===== src/rtl/mcpu_defs_pkg.sv =====
// Shared definitions for the multi-cycle MIPS control unit.
//   - FSM state encodings (also visible on the debug `state` output)
//   - opcode / func field constants for the supported instruction set
//   - ALUOp, PCSrc and RegDst encodings
//   - instruction class enum and the decoded-instruction struct
package mcpu_defs;

  typedef enum logic [3:0] {
    S_IF     = 4'd0,
    S_ID     = 4'd1,
    S_EXE_AL = 4'd2,
    S_WB_AL  = 4'd3,
    S_EXE_BR = 4'd4,
    S_EXE_LS = 4'd5,
    S_MEM    = 4'd6,
    S_WB_LD  = 4'd7,
    S_HALT   = 4'd8
  } state_e;

  // Opcodes (instruction[31:26])
  localparam logic [5:0] OP_RTYPE = 6'b000000;
  localparam logic [5:0] OP_ADDI  = 6'b001000;
  localparam logic [5:0] OP_ORI   = 6'b001101;
  localparam logic [5:0] OP_LW    = 6'b100011;
  localparam logic [5:0] OP_SW    = 6'b101011;
  localparam logic [5:0] OP_BEQ   = 6'b000100;
  localparam logic [5:0] OP_BNE   = 6'b000101;
  localparam logic [5:0] OP_J     = 6'b000010;
  localparam logic [5:0] OP_JAL   = 6'b000011;

  // R-type func codes (instruction[5:0])
  localparam logic [5:0] FN_ADD = 6'b100000;
  localparam logic [5:0] FN_SUB = 6'b100010;
  localparam logic [5:0] FN_AND = 6'b100100;
  localparam logic [5:0] FN_OR  = 6'b100101;
  localparam logic [5:0] FN_SLT = 6'b101010;
  localparam logic [5:0] FN_SLL = 6'b000000;
  localparam logic [5:0] FN_JR  = 6'b001000;

  typedef enum logic [2:0] {
    ALU_ADD = 3'b000,
    ALU_SUB = 3'b001,
    ALU_SLL = 3'b010,
    ALU_OR  = 3'b011,
    ALU_AND = 3'b100,
    ALU_SLT = 3'b101
  } alu_op_e;

  localparam logic [1:0] PCSRC_PC4    = 2'b00;
  localparam logic [1:0] PCSRC_BRANCH = 2'b01;
  localparam logic [1:0] PCSRC_RS     = 2'b10;
  localparam logic [1:0] PCSRC_JUMP   = 2'b11;

  localparam logic [1:0] REGDST_RA = 2'b00;
  localparam logic [1:0] REGDST_RT = 2'b01;
  localparam logic [1:0] REGDST_RD = 2'b10;

  typedef enum logic [3:0] {
    CLS_ALU_R,
    CLS_ALU_I,
    CLS_LOAD,
    CLS_STORE,
    CLS_BRANCH,
    CLS_JUMP,
    CLS_JAL,
    CLS_JR,
    CLS_HALT,
    CLS_ILLEGAL
  } instr_class_e;

  typedef struct packed {
    instr_class_e cls;
    logic         is_bne;    // branch sense: 1 = bne, 0 = beq
    alu_op_e      alu_op;
    logic         alu_src_a; // 1 = shift amount
    logic         alu_src_b; // 1 = extended immediate
    logic         ext_sel;   // 1 = sign-extend
  } dec_t;

endpackage


===== src/rtl/multicycle_control_unit_op_decoder.sv =====
// op_decoder: combinational instruction decoder.
// Ports:
//   op_i   [5:0]  opcode field
//   func_i [5:0]  R-type function field
//   dec_o  dec_t  instruction class plus ALUOp / ALUSrcA / ALUSrcB / ExtSel
// Anything outside the supported set decodes as CLS_ILLEGAL, which the FSM
// retires as a PC+4 nop.
module op_decoder
  import mcpu_defs::*;
#(
  parameter logic [5:0] HALT_OP = 6'b111111
) (
  input  logic [5:0] op_i,
  input  logic [5:0] func_i,
  output dec_t       dec_o
);

  always_comb begin
    dec_o           = '0;
    dec_o.cls       = CLS_ILLEGAL;
    dec_o.alu_op    = ALU_ADD;
    dec_o.ext_sel   = 1'b1;

    // Halt is checked first so a HALT_OP override always wins.
    if (op_i == HALT_OP) begin
      dec_o.cls = CLS_HALT;
    end else begin
      case (op_i)
        OP_RTYPE: begin
          dec_o.cls = CLS_ALU_R;
          case (func_i)
            FN_ADD: dec_o.alu_op = ALU_ADD;
            FN_SUB: dec_o.alu_op = ALU_SUB;
            FN_AND: dec_o.alu_op = ALU_AND;
            FN_OR:  dec_o.alu_op = ALU_OR;
            FN_SLT: dec_o.alu_op = ALU_SLT;
            FN_SLL: begin
              dec_o.alu_op    = ALU_SLL;
              dec_o.alu_src_a = 1'b1;
            end
            FN_JR:   dec_o.cls = CLS_JR;
            default: dec_o.cls = CLS_ILLEGAL;
          endcase
        end
        OP_ADDI: begin
          dec_o.cls       = CLS_ALU_I;
          dec_o.alu_src_b = 1'b1;
        end
        OP_ORI: begin
          dec_o.cls       = CLS_ALU_I;
          dec_o.alu_op    = ALU_OR;
          dec_o.alu_src_b = 1'b1;
          dec_o.ext_sel   = 1'b0;
        end
        OP_LW: begin
          dec_o.cls       = CLS_LOAD;
          dec_o.alu_src_b = 1'b1;
        end
        OP_SW: begin
          dec_o.cls       = CLS_STORE;
          dec_o.alu_src_b = 1'b1;
        end
        OP_BEQ: begin
          dec_o.cls    = CLS_BRANCH;
          dec_o.alu_op = ALU_SUB;
        end
        OP_BNE: begin
          dec_o.cls    = CLS_BRANCH;
          dec_o.is_bne = 1'b1;
          dec_o.alu_op = ALU_SUB;
        end
        OP_J:    dec_o.cls = CLS_JUMP;
        OP_JAL:  dec_o.cls = CLS_JAL;
        default: dec_o.cls = CLS_ILLEGAL;
      endcase
    end
  end

endmodule


===== src/rtl/multicycle_control_unit.sv =====
// multicycle_control_unit: control FSM for the multi-cycle MIPS datapath.
// Ports:
//   CLK, Reset (sync, active-high)
//   op, func   instruction fields from the field splitter
//   zero       ALU zero flag, used in EXE_BR
//   state      current FSM state (debug)
//   PCWre, IRWre, RegWre, mRD, mWR           datapath enables
//   ALUSrcA, ALUSrcB, ExtSel, DBDataSrc,
//   WrRegDSrc, RegDst, PCSrc, ALUOp          datapath mux selects
// All outputs are combinational from the state register and latched op/func.
// Selects not meaningful in a state are driven to 0.
module multicycle_control_unit
  import mcpu_defs::*;
#(
  parameter logic [5:0] HALT_OP = 6'b111111
) (
  input  logic       CLK,
  input  logic       Reset,
  input  logic [5:0] op,
  input  logic [5:0] func,
  input  logic       zero,
  output logic [3:0] state,
  output logic       PCWre,
  output logic       IRWre,
  output logic       RegWre,
  output logic       mRD,
  output logic       mWR,
  output logic       ALUSrcA,
  output logic       ALUSrcB,
  output logic       ExtSel,
  output logic       DBDataSrc,
  output logic       WrRegDSrc,
  output logic [1:0] RegDst,
  output logic [1:0] PCSrc,
  output logic [2:0] ALUOp
);

  state_e     state_q, state_d;
  logic [5:0] op_q, func_q;
  logic [5:0] dec_op, dec_func;
  dec_t       dec;
  logic       br_taken;

  // During ID the instruction register has just been loaded, so the live
  // fields are decoded; afterwards only the copies captured at the end of ID
  // are used, so later IR/bus activity cannot disturb an instruction.
  assign dec_op   = (state_q == S_ID) ? op   : op_q;
  assign dec_func = (state_q == S_ID) ? func : func_q;

  op_decoder #(.HALT_OP(HALT_OP)) u_dec (
    .op_i   (dec_op),
    .func_i (dec_func),
    .dec_o  (dec)
  );

  assign br_taken = dec.is_bne ? ~zero : zero;
  assign state    = state_q;

  // State register
  always_ff @(posedge CLK) begin
    if (Reset) state_q <= S_IF;
    else       state_q <= state_d;
  end

  // op/func capture at the end of ID
  always_ff @(posedge CLK) begin
    if (Reset) begin
      op_q   <= '0;
      func_q <= '0;
    end else if (state_q == S_ID) begin
      op_q   <= op;
      func_q <= func;
    end
  end

  // Next-state logic
  always_comb begin
    state_d = state_q;
    case (state_q)
      S_IF: state_d = S_ID;
      S_ID: begin
        case (dec.cls)
          CLS_ALU_R, CLS_ALU_I: state_d = S_EXE_AL;
          CLS_BRANCH:           state_d = S_EXE_BR;
          CLS_LOAD, CLS_STORE:  state_d = S_EXE_LS;
          CLS_HALT:             state_d = S_HALT;
          default:              state_d = S_IF; // j, jal, jr, illegal
        endcase
      end
      S_EXE_AL: state_d = S_WB_AL;
      S_WB_AL:  state_d = S_IF;
      S_EXE_BR: state_d = S_IF;
      S_EXE_LS: state_d = S_MEM;
      S_MEM:    state_d = (dec.cls == CLS_LOAD) ? S_WB_LD : S_IF;
      S_WB_LD:  state_d = S_IF;
      S_HALT:   state_d = S_HALT;
      default:  state_d = S_IF;
    endcase
  end

  // Output logic
  always_comb begin
    PCWre     = 1'b0;
    IRWre     = 1'b0;
    RegWre    = 1'b0;
    mRD       = 1'b0;
    mWR       = 1'b0;
    ALUSrcA   = 1'b0;
    ALUSrcB   = 1'b0;
    ExtSel    = 1'b0;
    DBDataSrc = 1'b0;
    WrRegDSrc = 1'b0;
    RegDst    = REGDST_RA;
    PCSrc     = PCSRC_PC4;
    ALUOp     = ALU_ADD;

    // Once the instruction is known, the ALU-side selects follow the decode
    // for the rest of the instruction.
    if (state_q != S_IF && state_q != S_HALT) begin
      ALUSrcA = dec.alu_src_a;
      ALUSrcB = dec.alu_src_b;
      ExtSel  = dec.ext_sel;
      ALUOp   = dec.alu_op;
    end

    case (state_q)
      S_IF: IRWre = 1'b1;
      S_ID: begin
        case (dec.cls)
          CLS_JUMP: begin
            PCWre = 1'b1;
            PCSrc = PCSRC_JUMP;
          end
          CLS_JAL: begin
            PCWre     = 1'b1;
            PCSrc     = PCSRC_JUMP;
            RegWre    = 1'b1;
            RegDst    = REGDST_RA;
            WrRegDSrc = 1'b1;
          end
          CLS_JR: begin
            PCWre = 1'b1;
            PCSrc = PCSRC_RS;
          end
          CLS_ILLEGAL: PCWre = 1'b1;
          default: ;
        endcase
      end
      S_WB_AL: begin
        PCWre  = 1'b1;
        RegWre = 1'b1;
        RegDst = (dec.cls == CLS_ALU_R) ? REGDST_RD : REGDST_RT;
      end
      S_EXE_BR: begin
        PCWre = 1'b1;
        PCSrc = br_taken ? PCSRC_BRANCH : PCSRC_PC4;
      end
      S_MEM: begin
        if (dec.cls == CLS_LOAD) begin
          mRD = 1'b1;
        end else begin
          mWR   = 1'b1;
          PCWre = 1'b1;
        end
      end
      S_WB_LD: begin
        PCWre     = 1'b1;
        RegWre    = 1'b1;
        RegDst    = REGDST_RT;
        DBDataSrc = 1'b1;
      end
      default: ;
    endcase

    // Reset masks every write so a mid-instruction reset cannot commit.
    if (Reset) begin
      PCWre  = 1'b0;
      IRWre  = 1'b0;
      RegWre = 1'b0;
      mRD    = 1'b0;
      mWR    = 1'b0;
    end
  end

endmodule


===== config.mk =====
export PLATFORM = sky130hd
export DESIGN_NAME = multicycle_control_unit
export DESIGN_NICKNAME = d
export VERILOG_FILES = /design/src/rtl/mcpu_defs_pkg.sv /design/src/rtl/multicycle_control_unit_op_decoder.sv /design/src/rtl/multicycle_control_unit.sv
export SDC_FILE = /design/constraint.sdc
export NUM_CORES = 1
export LEC_CHECK = 0
export ABC_AREA = 1
export BUFFER_PORTS_ARGS = -buffer_cell sky130_fd_sc_hd__buf_4
export CAP_MARGIN = 20
export CORE_MARGIN = 10
export CORE_UTILIZATION = 39
export CTS_BUF_LIST = sky130_fd_sc_hd__clkbuf_8
export CTS_CLUSTER_DIAMETER = 200
export DETAILED_ROUTE_END_ITERATION = 8
export SLEW_MARGIN = 30
export SYNTH_ARGS = -nofsm -noshare
export SYNTH_HDL_FRONTEND = slang
export SYNTH_SLANG_ARGS = --single-unit

===== constraint.sdc =====
create_clock -name CLK -period 4.35 [get_ports CLK]
set_input_delay 0.2175 -clock CLK [delete_from_list [all_inputs] [get_ports CLK]]
set_output_delay 0.2175 -clock CLK [all_outputs]
set_load 0.05 [all_outputs]

Word level (Yosys, flattened, before mapping) --
Index checks and enable logic that the tools add are counted.
Storage, ports and cells: memory bits (writable) 0, logic and storage cells 95, memories 0, latch bits 0, bits in read-only memories 0, input port bits 15, register bits 16
Cells by class: shifts and indexed selects 0, multiply operators 0, magnitude comparators 0, multiplexer cells 42, reductions and logical operators 16, add/sub/neg operators 0, eq/ne operators 33, div/mod/pow operators 0, bitwise gates (word level) 1
Operators with widths (count):
- == test 6 bit (second input constant) | 8
- == test 4 x 3 -> 1 bit (second input constant) | 8
- one-hot mux 4 bit (7 select lines) | 1
- 2-to-1 mux 1 bit | 24
- one-hot mux 4 bit (6 select lines) | 1
- == test 6 x 4 -> 1 bit (second input constant) | 3
- == test 4 x 2 -> 1 bit (second input constant) | 4
- one-hot mux 4 bit (4 select lines) | 1
- one-hot mux 3 bit (5 select lines) | 1
- == test 4 bit (second input constant) | 3
- == test 6 x 2 -> 1 bit (second input constant) | 2
- == test 6 x 3 -> 1 bit (second input constant) | 2
- zero test 6 bit | 2
- 2-to-1 mux 6 bit | 2
- one-hot mux 2 bit (2 select lines) | 3
- OR reduction 2 bit | 6
- one-hot mux 3 bit (3 select lines) | 1
- == test 4 x 1 -> 1 bit (second input constant) | 2
- zero test 4 bit | 2
- one-hot mux 4 bit (2 select lines) | 1
- OR reduction 4 bit | 2
- 2-to-1 mux 7 bit | 1
- 2-to-1 mux 3 bit | 2
- OR reduction 6 bit | 1
- 9 further kinds | 9

Logic depth before layout (Yosys ltp) --
depth after elaboration 12, gate-level depth with buffers 17

Hierarchy --
A second synthesis with hierarchy kept.
Second synthesis, totals: cells, all modules 238, area total of the unflattened synthesis 1358.8 µm²
Modules (own cells, without submodules):
- multicycle_control_unit | area each 984.7 µm², cells an instance 158, seq. area each 320.3 µm², times used 1
- op_decoder | area each 374.1 µm², cells an instance 80, seq. area each 0.0 µm², times used 1

Least setup slack after synthesis --
OpenSTA, ideal clock, no wires.
kind register to output, from reg state_q[2], in the netlist state[2], to out RegDst[1], stages on the path, launching flop included 7, arrival time 3399 ps, required time 4133 ps, path slack 734 ps, cells stage by stage dfxtp_1 inv_1 nor2_1 inv_1 nor3_1 a31oi_1 nor4_2
Between the ends: longest elaborated chain between the ends 10
Ends and longest elaborated chain:
- start: declaration | line multicycle_control_unit.sv:38 | state_e state_q, state_d;
- start signal: assignment | line multicycle_control_unit.sv:62 | else state_q <= state_d;
- == test 4 x 1 -> 1 bit | line multicycle_control_unit.sv:47, multicycle_control_unit.sv:48, multicycle_control_unit.sv:126
- 2-to-1 mux 6 bit
- == test 6 bit / zero test 6 bit (equally long branches) | line multicycle_control_unit_op_decoder.sv:31 | case (func_i)
- OR reduction 6 bit (no source line)
- one-hot mux 4 bit (2 select lines) | line multicycle_control_unit_op_decoder.sv:31
- one-hot mux 4 bit (7 select lines) | line multicycle_control_unit_op_decoder.sv:28 | case (op_i)
- 2-to-1 mux 4 bit | line multicycle_control_unit_op_decoder.sv:25 | if (op_i == HALT_OP) begin
- zero test 4 bit | line multicycle_control_unit.sv:152 | RegDst = (dec.cls == CLS_ALU_R) ? REGDST_RD : REGDST_RT;
- 2-to-1 mux 2 bit | line multicycle_control_unit.sv:152
- one-hot mux 2 bit (2 select lines) * | line multicycle_control_unit.sv:126 | case (state_q)
- end: declaration | line multicycle_control_unit.sv:33 | output logic [1:0] RegDst,
Mark *: on every way between the ends. The rest lies on a longest branch, timed or not.

Worst setup path in the final report --
from reg state_q[0], in the netlist state[0], to out RegDst[0]
Same word-level chain as after synthesis.

==> flow_metrics.py <==
metrics = {
    "finish": {
        "antennaDiodeCount": 0,
        "seqCellArea_um2": 320,
        "fin_nets": 301,
        "finalNonFillerCells": 332,
        "syn_to_final_growth_pct": 21.3,
        "final_util_pct": 48.6,
        "multiInputGateArea_um2": 937,
        "fillers": 411,
        "design_area_um2": 1760,
        "drive_above_1_share_pct": 21.5,
    },
    "clocking": {
        "cts_tree": "built",
        "ctsHoldBuffers": 0,
        "clk_latency_ns": 0.25,
        "htreeDepth": 1,
        "root_buffer": "clkbuf_8",
        "clockBufferDepth": 2,
        "cts_resized": 0,
        "numClockSinks": 16,
        "cts_made_buffers": 3,
        "clkTransAtPathRegs_ns": 0.06,
        "post-cts-setup-buffers": 0,
    },
    "route": {
        "final_antenna_net_count": 0,
        "drt_iter0_markers": 124,
        "drc": 0,
        "avgRoutedWirePerCell_um": 12.2,
        "vias": 1624,
        "vias_per_cell": 4.89,
        "routed_wl_mm": 4.05,
        "dr.pass1.iters": 4,
    },
    "worst_setup_path": {
        "critPathMaxFanout": 28,
        "r2r-end": "state[1]",
        "crit_arrival_ns": 3.07,
        "critPathLaunch": "state[0]",
        "reg2reg_from": "state[0]",
        "r2r_slack_ns": 1.73,
        "worstPathRequired_ns": 4.13,
        "cp-end-kind": "primary output",
        "path_class": "reg2out",
        "r2r_cells": 15,
        "critPathLaunchType": "flip-flop",
    },
    "sta": {
        "slew_viol_final": 0,
        "fin_hold_ws_ns": 0.272,
        "fin_crit_ns": 3.29,
        "fin_ws_ns": 1.06,
        "worstMarginPinSlew_ns": 0.542,
        "period_share_pct": 75.7,
        "hold_viol_final": 0,
        "skew_ns": 0.00441,
        "slew_headroom_pct": 63.8,
        "tns_ns": 0,
        "rsz0062_at_grt": "false",
        "fmax_mhz": 304,
        "setup_viol": 0,
    },
    "hold_path": {
        "hold_start": "op[1]",
        "hold_class": "in2reg",
        "min_to": "op_q[1]",
        "min_path_cells": 3,
    },
    "grt": {
        "grt_max_degree": 29,
        "antenna_found_initial": 0,
        "grt_usage_pct": 12.7,
        "grt_overflow": 0,
        "grt_pass1_wl_mm": 6.91,
        "grt_pass1_vias": 1600,
    },
    "power": {
        "power_density_nw_per_um2": 355,
        "p_total_uw": 626,
        "leakagePower_nw": 0.902,
        "ir_worst_vdd_mv": 0.206,
    },
    "floorplan": {
        "start_util_pct": 40.0,
        "die_w_um": 81.1,
        "die_area_um2": 6570,
        "io_pins": 36,
        "rows": 22,
        "coreArea_um2": 3630,
        "die-height_um": 81.1,
    },
    "synth": {
        "synth_area_um2": 1450,
        "synthCells": 253,
        "syn_nets": 268,
        "ys_seq_area_share_pct": 22.0,
        "ys_types": 28,
        "ys_warn_count": 0,
        "ys_ff_latch": 16,
        "syn_area_per_cell_um2": 5.75,
    },
    "status": {
        "outcome": "finished clean",
    },
    "placement": {
        "postPlaceCellArea_um2": 1720,
        "dpl.cell_count": 329,
        "io_buffers": 35,
        "hpwl_mm": 3.18,
        "dpl_worst_slack_ns": 1.35,
        "place_congestion": 0.865,
    },
    "flow_run": {
        "maxCapViolations": 0,
    },
}
-- layout by cell type, fill, tap and decap left out, types with 7 or more instances in the layout --
master / count
nand3b_1: 11
buf_4: 36
nand3_1: 28
dfxtp_1: 16
nand2_2: 7
nand2_1: 63
nor3_1: 7
nor2_1: 43
a21oi_1: 8
inv_1: 32
-- Yosys cell counts (all sizes together) --
master | n | area [um2]
dfxtp | 16 | 320
a21oi | 8 | 40.0
nor2 | 50 | 220
nor4 | 2 | 18.8
nand4 | 2 | 12.5
xnor2 | 1 | 8.76
a21boi | 1 | 7.51
nand3 | 30 | 160
and3 | 1 | 6.26
nor3 | 7 | 35.0
nand2 | 71 | 292
buf | 7 | 57.5
o21ai | 4 | 20.0
a31oi | 4 | 25.0
inv | 36 | 135
o32ai | 1 | 8.76
clkbuf | 1 | 3.75
nand3b | 11 | 82.6
-- critical path, stage by stage, from the launching register on --
cell and delay (ns):
dfxtp_1 0.40, inv_2 0.09, nor2_4 0.43, nand2_4 0.31, nand2_1 0.13, nand2_1 0.10, nor2_2 0.24, nand3_1 0.19
nand2_1 0.13, nor2_1 0.06, nand2_2 0.09, nand3_2 0.08, nand2_2 0.08, nand2_2 0.07, nor3_1 0.14, nor2_1 0.06
buf_4 0.20
-- routing by layer --
layer  global-route usage, %  vias up  wire (um)
li1                        -      865          -
met1                    15.8      702       1810
met2                    21.4       53       1880
met3                    3.31        4        324
met4                    3.11        0         36
met5                       0        -          0
-- cell type report --
cell class,count,share of cell area (%)
Tap cell,48,3.40
Sequential cell,16,18.2
Timing Repair Buffer,36,15.3
Clock buffer,3,2.34
Inverter,36,7.66
Multi-Input combinational cell,193,53.1
-- worst max-delay path by stage --
stage / depth (start not counted) / endpoint / slack (ns)
after floorplan: 6 / RegDst[1] / 0.73
after global placement: 15 / PCWre / 1.38
after detailed placement: 15 / PCWre / 1.35
after CTS: 16 / RegDst[0] / 1.07
after global routing: 16 / RegDst[0] / 0.74
final: 16 / RegDst[0] / 1.06
-- flip-flops by register name, indices dropped and copies added, names as in the netlist --
signal and cells:
func_q 6, op_q 6, state 4
-- power by group --
group | leakage, nW | internal (mW) | switching [mW]
clock network | 0.0216 | 0.0615 | 0.0539
registers | 0.132 | 0.164 | 0.0114
logic | 0.749 | 0.101 | 0.234
total | 0.902 | 0.327 | 0.300
-- cell families (layout without fill, tap and decap cells) --
kind of cell	count (synthesis)	after routing	synth area share (%)
XOR/XNOR	1	1	0.603
flip-flops	16	16	22.0
AO/OA/AOI/OAI	18	18	6.97
buffers and inverters	44	75	13.5
AND/OR/NAND/NOR	174	174	56.9
Power figures use the tool's default switching activity.
